--- src/rtl/pixel_streamer.sv ---
// pixel_streamer: raster frame reader from sync-read memory, emitting a valid-qualified pixel stream with sideband
module pixel_streamer #(
  parameter int I_F_BW   = 8,
  parameter int IX       = 28,
  parameter int IY       = 28,
  parameter int ADDR_BW  = $clog2(IX*IY),
  parameter int LINE_GAP = 0
) (
  input  logic                  clk,
  input  logic                  reset,
  input  logic                  i_start,
  input  logic                  i_hold,
  output logic                  o_mem_en,
  output logic [ADDR_BW-1:0]    o_mem_addr,
  input  logic [I_F_BW-1:0]     i_mem_data,
  output logic                  o_out_valid,
  output logic [I_F_BW-1:0]     o_out_pixel,
  output logic [$clog2(IX)-1:0] o_x,
  output logic [$clog2(IY)-1:0] o_y,
  output logic                  o_sof,
  output logic                  o_eol,
  output logic                  o_busy,
  output logic                  o_done
);
  localparam int XW = $clog2(IX);
  localparam int YW = $clog2(IY);
  localparam int GW = LINE_GAP > 1 ? $clog2(LINE_GAP) : 1;
  typedef enum logic [2:0] {IDLE, RUN, GAP, DRAIN, DONE} state_t;
  state_t state;
  logic [XW-1:0] nx, fx, x1;
  logic [YW-1:0] ny, fy, y1;
  logic [ADDR_BW-1:0] na;
  logic [GW-1:0] gc;
  logic v1, sof1, eol1, issue, last_x, last_y;
  // nx/ny/na point at the next fetch; fx/fy tag the fetch currently on the memory bus
  assign last_x = nx == XW'(IX-1);
  assign last_y = ny == YW'(IY-1);
  assign issue  = (state == RUN && !i_hold) || (state == IDLE && i_start);
  always_ff @(posedge clk or posedge reset)
    if (reset) begin
      state <= IDLE;
      o_mem_en <= 1'b0;
      o_mem_addr <= '0;
      nx <= '0;
      ny <= '0;
      na <= '0;
      fx <= '0;
      fy <= '0;
      gc <= '0;
      v1 <= 1'b0;
      x1 <= '0;
      y1 <= '0;
      sof1 <= 1'b0;
      eol1 <= 1'b0;
      o_out_valid <= 1'b0;
      o_out_pixel <= '0;
      o_x <= '0;
      o_y <= '0;
      o_sof <= 1'b0;
      o_eol <= 1'b0;
      o_busy <= 1'b0;
      o_done <= 1'b0;
    end else begin
      o_mem_en <= issue;
      o_done <= 1'b0;
      v1 <= o_mem_en;
      x1 <= fx;
      y1 <= fy;
      sof1 <= o_mem_en && fx == '0 && fy == '0;
      eol1 <= o_mem_en && fx == XW'(IX-1);
      o_out_valid <= v1;
      o_x <= x1;
      o_y <= y1;
      o_sof <= sof1;
      o_eol <= eol1;
      if (v1) o_out_pixel <= i_mem_data;
      if (issue) begin
        o_busy <= 1'b1;
        o_mem_addr <= na;
        fx <= nx;
        fy <= ny;
        na <= na + 1'b1;
        nx <= last_x ? '0 : nx + 1'b1;
        ny <= last_x ? ny + 1'b1 : ny;
        gc <= GW'(LINE_GAP - 1);
        state <= last_x && last_y ? DRAIN : (last_x && LINE_GAP > 0) ? GAP : RUN;
      end else
        case (state)
          GAP: if (gc == '0) state <= RUN; else gc <= gc - 1'b1;
          DRAIN: if (!o_mem_en && !v1) begin
            state <= DONE;
            o_done <= 1'b1;
          end
          DONE: begin
            state <= IDLE;
            o_busy <= 1'b0;
            nx <= '0;
            ny <= '0;
            na <= '0;
          end
          default: ;
        endcase
    end
endmodule

--- config.mk ---
export PLATFORM = sky130hd
export DESIGN_NAME = pixel_streamer
export DESIGN_NICKNAME = d
export VERILOG_FILES = /design/src/rtl/pixel_streamer.sv
export SDC_FILE = /design/constraint.sdc
export NUM_CORES = 1
export LEC_CHECK = 0
export CAP_MARGIN = 20
export CELL_PAD_IN_SITES_DETAIL_PLACEMENT = 0
export CELL_PAD_IN_SITES_GLOBAL_PLACEMENT = 1
export CORE_MARGIN = 8
export CORE_UTILIZATION = 34
export DETAILED_ROUTE_END_ITERATION = 8
export GPL_ROUTABILITY_DRIVEN = 0
export GPL_TIMING_DRIVEN = 0
export PLACE_DENSITY = 0.69
export SLEW_MARGIN = 15
export SYNTH_ARGS = -nofsm -noshare
export SYNTH_HDL_FRONTEND = slang
export SYNTH_SLANG_ARGS = --single-unit
--- constraint.sdc ---
create_clock -name clk -period 6.43 [get_ports clk]
set_input_delay 1.6075 -clock clk [delete_from_list [all_inputs] [get_ports clk]]
set_output_delay 1.6075 -clock clk [all_outputs]
set_load 0.03 [all_outputs]
==> summary.txt, run 1 <==
Global route
  – Antenna violations before repair: 0
  – Largest net degree at the start of global routing: 62
  – Total global-route track usage: 0.103
  – Vias in the first global route: 2160
  – First-pass GRT wire length: 10.4 mm
  – Total congestion overflow: 0

Logic synthesis
  – #FFs+latches synth: 81
  – Post-synthesis sequential area ratio: 0.662
  – Largest cells by area after synthesis: dfrtp_1 (66%), nand2_1 (9.8%), mux2_2 (2.9%)
  – Avg Cell Area, Syn: approximately 11 um^2
  – Number of flops mapped to enable cells by yosys: 0
  – Mapped Cells: 269
  – Synth area leader: dfrtp_1
  – Post-synthesis cell type count: 35
  – Cell Area, Synth: roughly 0.0031 mm^2
  – Ys async rst share: 1.00
  – Synth warnings: 0
  – Main synth FF type: dfrtp_1
  – Synthesized Nets: between 200 and 300
  – Top-area cell type share of the netlist area: 0.662

Clock network
  – Clk slew on worst S/H paths: ~0.070 ns
  – Post-CTS Hold Buffers: 0
  – Root Buffer: clkbuf_8
  – Postcts setup bufs: 0
  – H-tree depth: 3
  – Clock Path Buffers: 2
  – CTS tree: built
  – CTS resizes: 0
  – Clock Sinks: 81
  – Worst skew pair latency: 0.34 ns
  – Cts bufs inserted: 9

Routing
  – Final ANT Viol Nets: 0
  – Drt pass-1 iters: 4
  – Vias: 2097
  – Via density: 4.78
  – 1st-iter DRT viols: approximately 110
  – Routed WL: 6.04 mm
  – WL per Instance: 13.7 um
  – Remaining routing DRC violations: 0

Timing
  – Final setup vio count: 0
  – Max Fclk: 0.316 GHz
  – Min cycle time layout: 3.16 ns
  – Final hold vios: 0
  – Max-slew violation count: 0
  – Final hold slack: 0.351 ns
  – Tcrit/Tclk final: 0.492
  – Slew at the pin closest to its max-slew limit: 0.516 ns
  – Setup TNS: 0 ns
  – Final Skew: 0.00710 ns
  – RSZ-0062 raised after global routing: false
  – Post-layout worst setup margin: between 3 and 4 ns
  – Max_slew headroom: 0.656

Placed design
  – Port buffer count: 45
  – Post-Place Worst Slack: around 2.9 ns
  – Dpl hpwl: 4.12 mm

Pwr
  – Max VDD drop: 0.221 mV
  – Comb power frac: 0.341
  – Int Pwr: 0.00112 W
  – Net Sw Power: approximately 0.00065 W
  – Total Power: 0.00178 W
  – Pwr/cell area: approximately 460 mW/mm^2
  – Flop pwr share: 0.453
  – Pleak: ~1.8 nW
  – Clock power share: 0.207
  – Sw frac: 0.368

Run
  – Maxcap violations: 0

Critical path
  – Worst-path fanout max: 10
  – Critical Path Sink Type: flop
  – CP cell instances: clkdlybuf4s50_1 -> nand2b_1 -> a211o_1 -> buf_6 -> clkbuf_1 -> clkbuf_1 -> o21ai_0
  – Worst EP required: 6.62 ns
  – CP Class: input port to flop
  – Crit path top cell by count: clkbuf_1
  – CP max stage cell: clkdlybuf4s50_1
  – Arrival time worst endpoint: 3.36 ns
  – Crit path largest cell delay: 0.44 ns
  – Setup crit start kind: input port

Floorplan
  – Num rows: 34
  – Core ar.: 0.00872 mm^2
  – Die Span X: about 110 um
  – Die ar.: between 0.01 and 0.015 mm^2
  – Die Y: about 110 um
  – Io pins: 46
  – Initial Utilization: 0.351

Finish
  – Antenna Cells: 0
  – Area Growth Syn to Fin: 26.6%
  – Most frequent cells in the layout: dfrtp_1 (81), nand2_1 (80), clkdlybuf4s50_1 (45)
  – Final #Nets: approximately 340
  – Top flop regs: na: 10 flops, o_mem_addr: 10 flops, o_out_pixel: 8 flops
  – Fill count: 821
  – Utilization after layout: 0.444
  – Commonest non-fill, non-tap cell in the layout: dfrtp_1
  – Share of cells above drive strength 1: 0.0937

Hold path
  – Worst Hold Class: flop to flop

Status
  – Status: complete, no violations
[layout make-up]
| type | instances | area [um^2] | area share |
|---|---|---|---|
| multi-input combinational | 169 | 941 | 0.243 |
| tap | 108 | 135 | 0.0349 |
| clock inverter | 4 | 52.6 | 0.0136 |
| sequential | 81 | 2030 | 0.523 |
| inverter | 5 | 21.3 | 0.00549 |
| clock buffer | 12 | 145 | 0.0375 |
| timing repair buffer | 46 | 478 | 0.123 |
| buffer | 14 | 73.8 | 0.0191 |
[cell usage after synthesis, types with 3 or more instances]
cell,count
o31ai_1,3
mux2_2,8
nand3_1,13
ha_1,3
clkbuf_1,9
or3_1,3
nand2b_1,3
o21ai_0,6
nand4_1,8
nor2_1,7
inv_1,5
mux2i_1,7
dfrtp_1,81
o311ai_0,3
nand2_1,80
[logic make-up after synthesis]
logic type / share of synthesized area
AO/OA/AOI/OAI: 0.0581
adder cells (fa/ha/maj): 0.0123
buffers and inverters: 0.0303
flip-flops: 0.662
multiplexers: 0.0523
AND/OR/NAND/NOR: 0.185
[power groups by stage]
stage	Clock (W)	Combinational [W]	Sequential (W)
after floorplan	0	0.000228	0.000946
after global placement	0	0.000605	0.000809
after detailed placement	0	0.000613	0.000816
after CTS	0.000381	0.000615	0.000805
after global routing	0.000399	0.000666	0.000833
final	0.000367	0.000605	0.000804
[layer usage]
layer / global-route usage / wire [um]
met4: 0.0640 / 172
met1: 0.122 / 2850
met3: 0.0363 / 357
met5: 0 / 0
met2: 0.157 / 2660
[through the flow]
| stage | instance area [um^2] | std cells |
|---|---|---|
| detailed placement | 3680 | 423 |
| global placement | 3650 | 422 |
| finish | 3870 | 439 |
| floorplan | 3060 | 269 |
| global route | 3870 | 439 |
| CTS | 3870 | 439 |
[critical path: cells and delay by family]
family,cells,cell delay (ns)
compound gates,2,0.30
simple gates,1,0.09
buf+inv,4,1.35
[final timing paths]
check,slack [ns],cells after the start,end,from
setup reg to reg,4.42,6,gc,state[2]
max in group asynchronous,4.30,3,na[4],reset
min in group asynchronous,1.56,2,o_out_pixel[1],reset
hold / removal,0.35,0,o_y[4],y1[4]
setup / recovery,3.27,7,gc,i_hold
hold reg to reg,0.35,0,o_y[4],y1[4]
Power figures use the tool's default switching activity.
==> run 2, diff against run 1 <==
- clock period: 6.43 -> 3.1 ns (I/O delays scaled with it)
==> results of run 2 <==
Same layout as run 1 (identical final DEF). Status: complete, no violations.
Among the figures that moved: setup slack after placement 2.87 ns -> 0.376 ns; setup slack after layout 3.27 ns -> 0.769 ns; register-to-register setup slack 4.42 ns -> 1.09 ns; total power 0.00178 W -> 0.00368 W; worst IR drop on VDD 0.221 mV -> 0.458 mV
==> run 3, diff against run 2 <==
- clock period: 3.1 -> 2.23 ns (I/O delays scaled with it)
==> summary.txt, run 3 (same netlist as run 1, synthesis figures left out) <==
Status
  – Status: complete, no violations

Timing
  – Min cycle time layout: 2.07 ns
  – RSZ-0062 raised after global routing: false
  – Max Fclk: 0.484 GHz
  – Slew at the pin closest to its max-slew limit: 0.596 ns
  – Final Skew: 0.00606 ns
  – Final setup vio count: 0
  – Final hold slack: roughly 0.35 ns
  – Max-slew violation count: 0
  – Max_slew headroom: 0.602
  – Tcrit/Tclk final: 0.926
  – Final hold vios: 0

Global route
  – Largest net degree at the start of global routing: 30
  – Total congestion overflow: 0
  – First-pass GRT wire length: 10.6 mm
  – Vias in the first global route: around 2100
  – Antenna violations before repair: 0
  – Total global-route track usage: 0.104

Finish
  – Antenna Cells: 0
  – Commonest non-fill, non-tap cell in the layout: dfrtp_1
  – Multi-input gate area in the final layout: 941 um^2
  – Top flop regs: na: 10 flops, o_mem_addr: 10 flops, o_out_pixel: 8 flops
  – Area Growth Syn to Fin: 26.7%
  – Utilization after layout: 0.445
  – Register Area: slightly above 0.002 mm^2
  – Share of cells above drive strength 1: 0.108
  – Final #Nets: 342
  – Most frequent cells in the layout: dfrtp_1 (81), nand2_1 (80), clkdlybuf4s50_1 (45)
  – Fill count: 827

Clock network
  – Clk slew on worst S/H paths: 0.08 ns
  – Root Buffer: clkbuf_8
  – H-tree depth: 3
  – Postcts setup bufs: 0
  – Clock Path Buffers: 2
  – CTS tree: built
  – Cts bufs inserted: 9
  – Clock Sinks: 81
  – Worst skew pair latency: between 0.3 and 0.4 ns

Critical path
  – Arrival time worst endpoint: 2.36 ns
  – CP Class: input port to flop
  – CP cell instances: clkdlybuf4s50_1 -> nand2b_1 -> a211o_1 -> buf_6 -> inv_1 -> buf_2 -> buf_2 -> nand2_1 -> nand2_1
  – CP top delay family: buffers and inverters
  – Crit path largest cell delay: 0.47 ns
  – Setup crit start kind: input port
  – Critical Path Sink Type: flop
  – Worst r2r src: state[0]
  – Path depth of the worst reg2reg path: 9
  – Worst EP required: 2.52 ns
  – Worst-path fanout max: 10
  – Critical path buffers and inverters: 5
  – R2R setup slack: 0.26 ns
  – Reg-to-reg critical path endpoint: fy[1]
  – CP max stage cell: clkdlybuf4s50_1

Hold path
  – Min-delay src: x1[2]
  – Worst Hold Class: flop to flop
  – Hold endpoint: o_x[2]
  – Hold Path Stages: 0

Routing
  – Vias: 2104
  – Remaining routing DRC violations: 0
  – Via density: about 4.8
  – Drt pass-1 iters: 4
  – 1st-iter DRT viols: 91
  – Final ANT Viol Nets: 0
  – WL per Instance: between 10 and 15 um
  – Routed WL: 6.02 mm

Run
  – Maxcap violations: 0

Floorplan
  – Die ar.: 0.0123 mm^2
  – Initial Utilization: 0.351
  – Core ar.: between 0.008 and 0.009 mm^2
  – Io pins: 46
  – Die Y: 111 um
  – Die Span X: around 110 um
  – Num rows: 34

Pwr
  – Pleak: between 1.5 and 2 nW
  – Max VDD drop: 0.717 mV
  – Total Power: 0.00505 W
  – Pwr/cell area: 1300 mW/mm^2

Placed design
  – Port buffer count: 45
  – Dpl hpwl: 4.12 mm
-- run 3: metal layers --
metal  global-route usage  vias to the layer above  part of all wire
li1                     -                     1038                 -
met1                0.129                     1009              0.47
met2                0.155                       46              0.44
met3               0.0433                       11             0.066
met4               0.0432                        0             0.020
met5                    0                        -                 0
-- run 3: worst max path at each step --
stage	start	to	slack, ns	depth (start not counted)
3_3_place_gp	i_hold	gc	-0.29	7
3_5_place_dp	i_hold	gc	-0.29	7
5_1_grt	i_start	fy[0]	0.004	9
2_1_floorplan	i_hold	ny[1]	0.47	7
4_1_cts	i_hold	gc	0.09	7
6_report	i_start	fy[1]	0.16	9
-- run 3: final cells by class --
cell class | count | share of cell area
Inverter | 5 | 0.00581
Clock buffer | 10 | 0.0355
Timing Repair Buffer | 47 | 0.126
Buffer | 14 | 0.0197
Multi-Input combinational cell | 169 | 0.243
Clock inverter | 6 | 0.0126
Tap cell | 108 | 0.0348
Sequential cell | 81 | 0.523
-- run 3: timing repair --
| action | CTS | global route |
|---|---|---|
| endpoints found under the setup margin | 0 | 19 |
| gates resized for setup | 0 | 4 |
| hold buffers | 0 | 0 |
-- run 3: metrics by stage --
| step | TNS [ns] | std cells | area (um^2) | worst slack, ns |
|---|---|---|---|---|
| after floorplan | 0 | 269 | 3060 | 0.472 |
| after global placement | -19.98 | 422 | 3650 | -0.295 |
| after detailed placement | -5.49 | 424 | 3690 | -0.292 |
| after CTS | 0 | 440 | 3880 | 0.0877 |
| after global routing | 0 | 440 | 3880 | 0.00411 |
| final | 0 | 440 | 3880 | 0.164 |
-- run 3: power by group --
group | switching (W) | total, W | leakage, nW | internal (W)
Sequential | 0.000345 | 0.00231 | 1.02 | 0.00197
Clock | 0.000549 | 0.000993 | 0.0855 | 0.000444
Combinational | 0.00102 | 0.00175 | 0.735 | 0.000725
Total | 0.00192 | 0.00505 | 1.84 | 0.00314
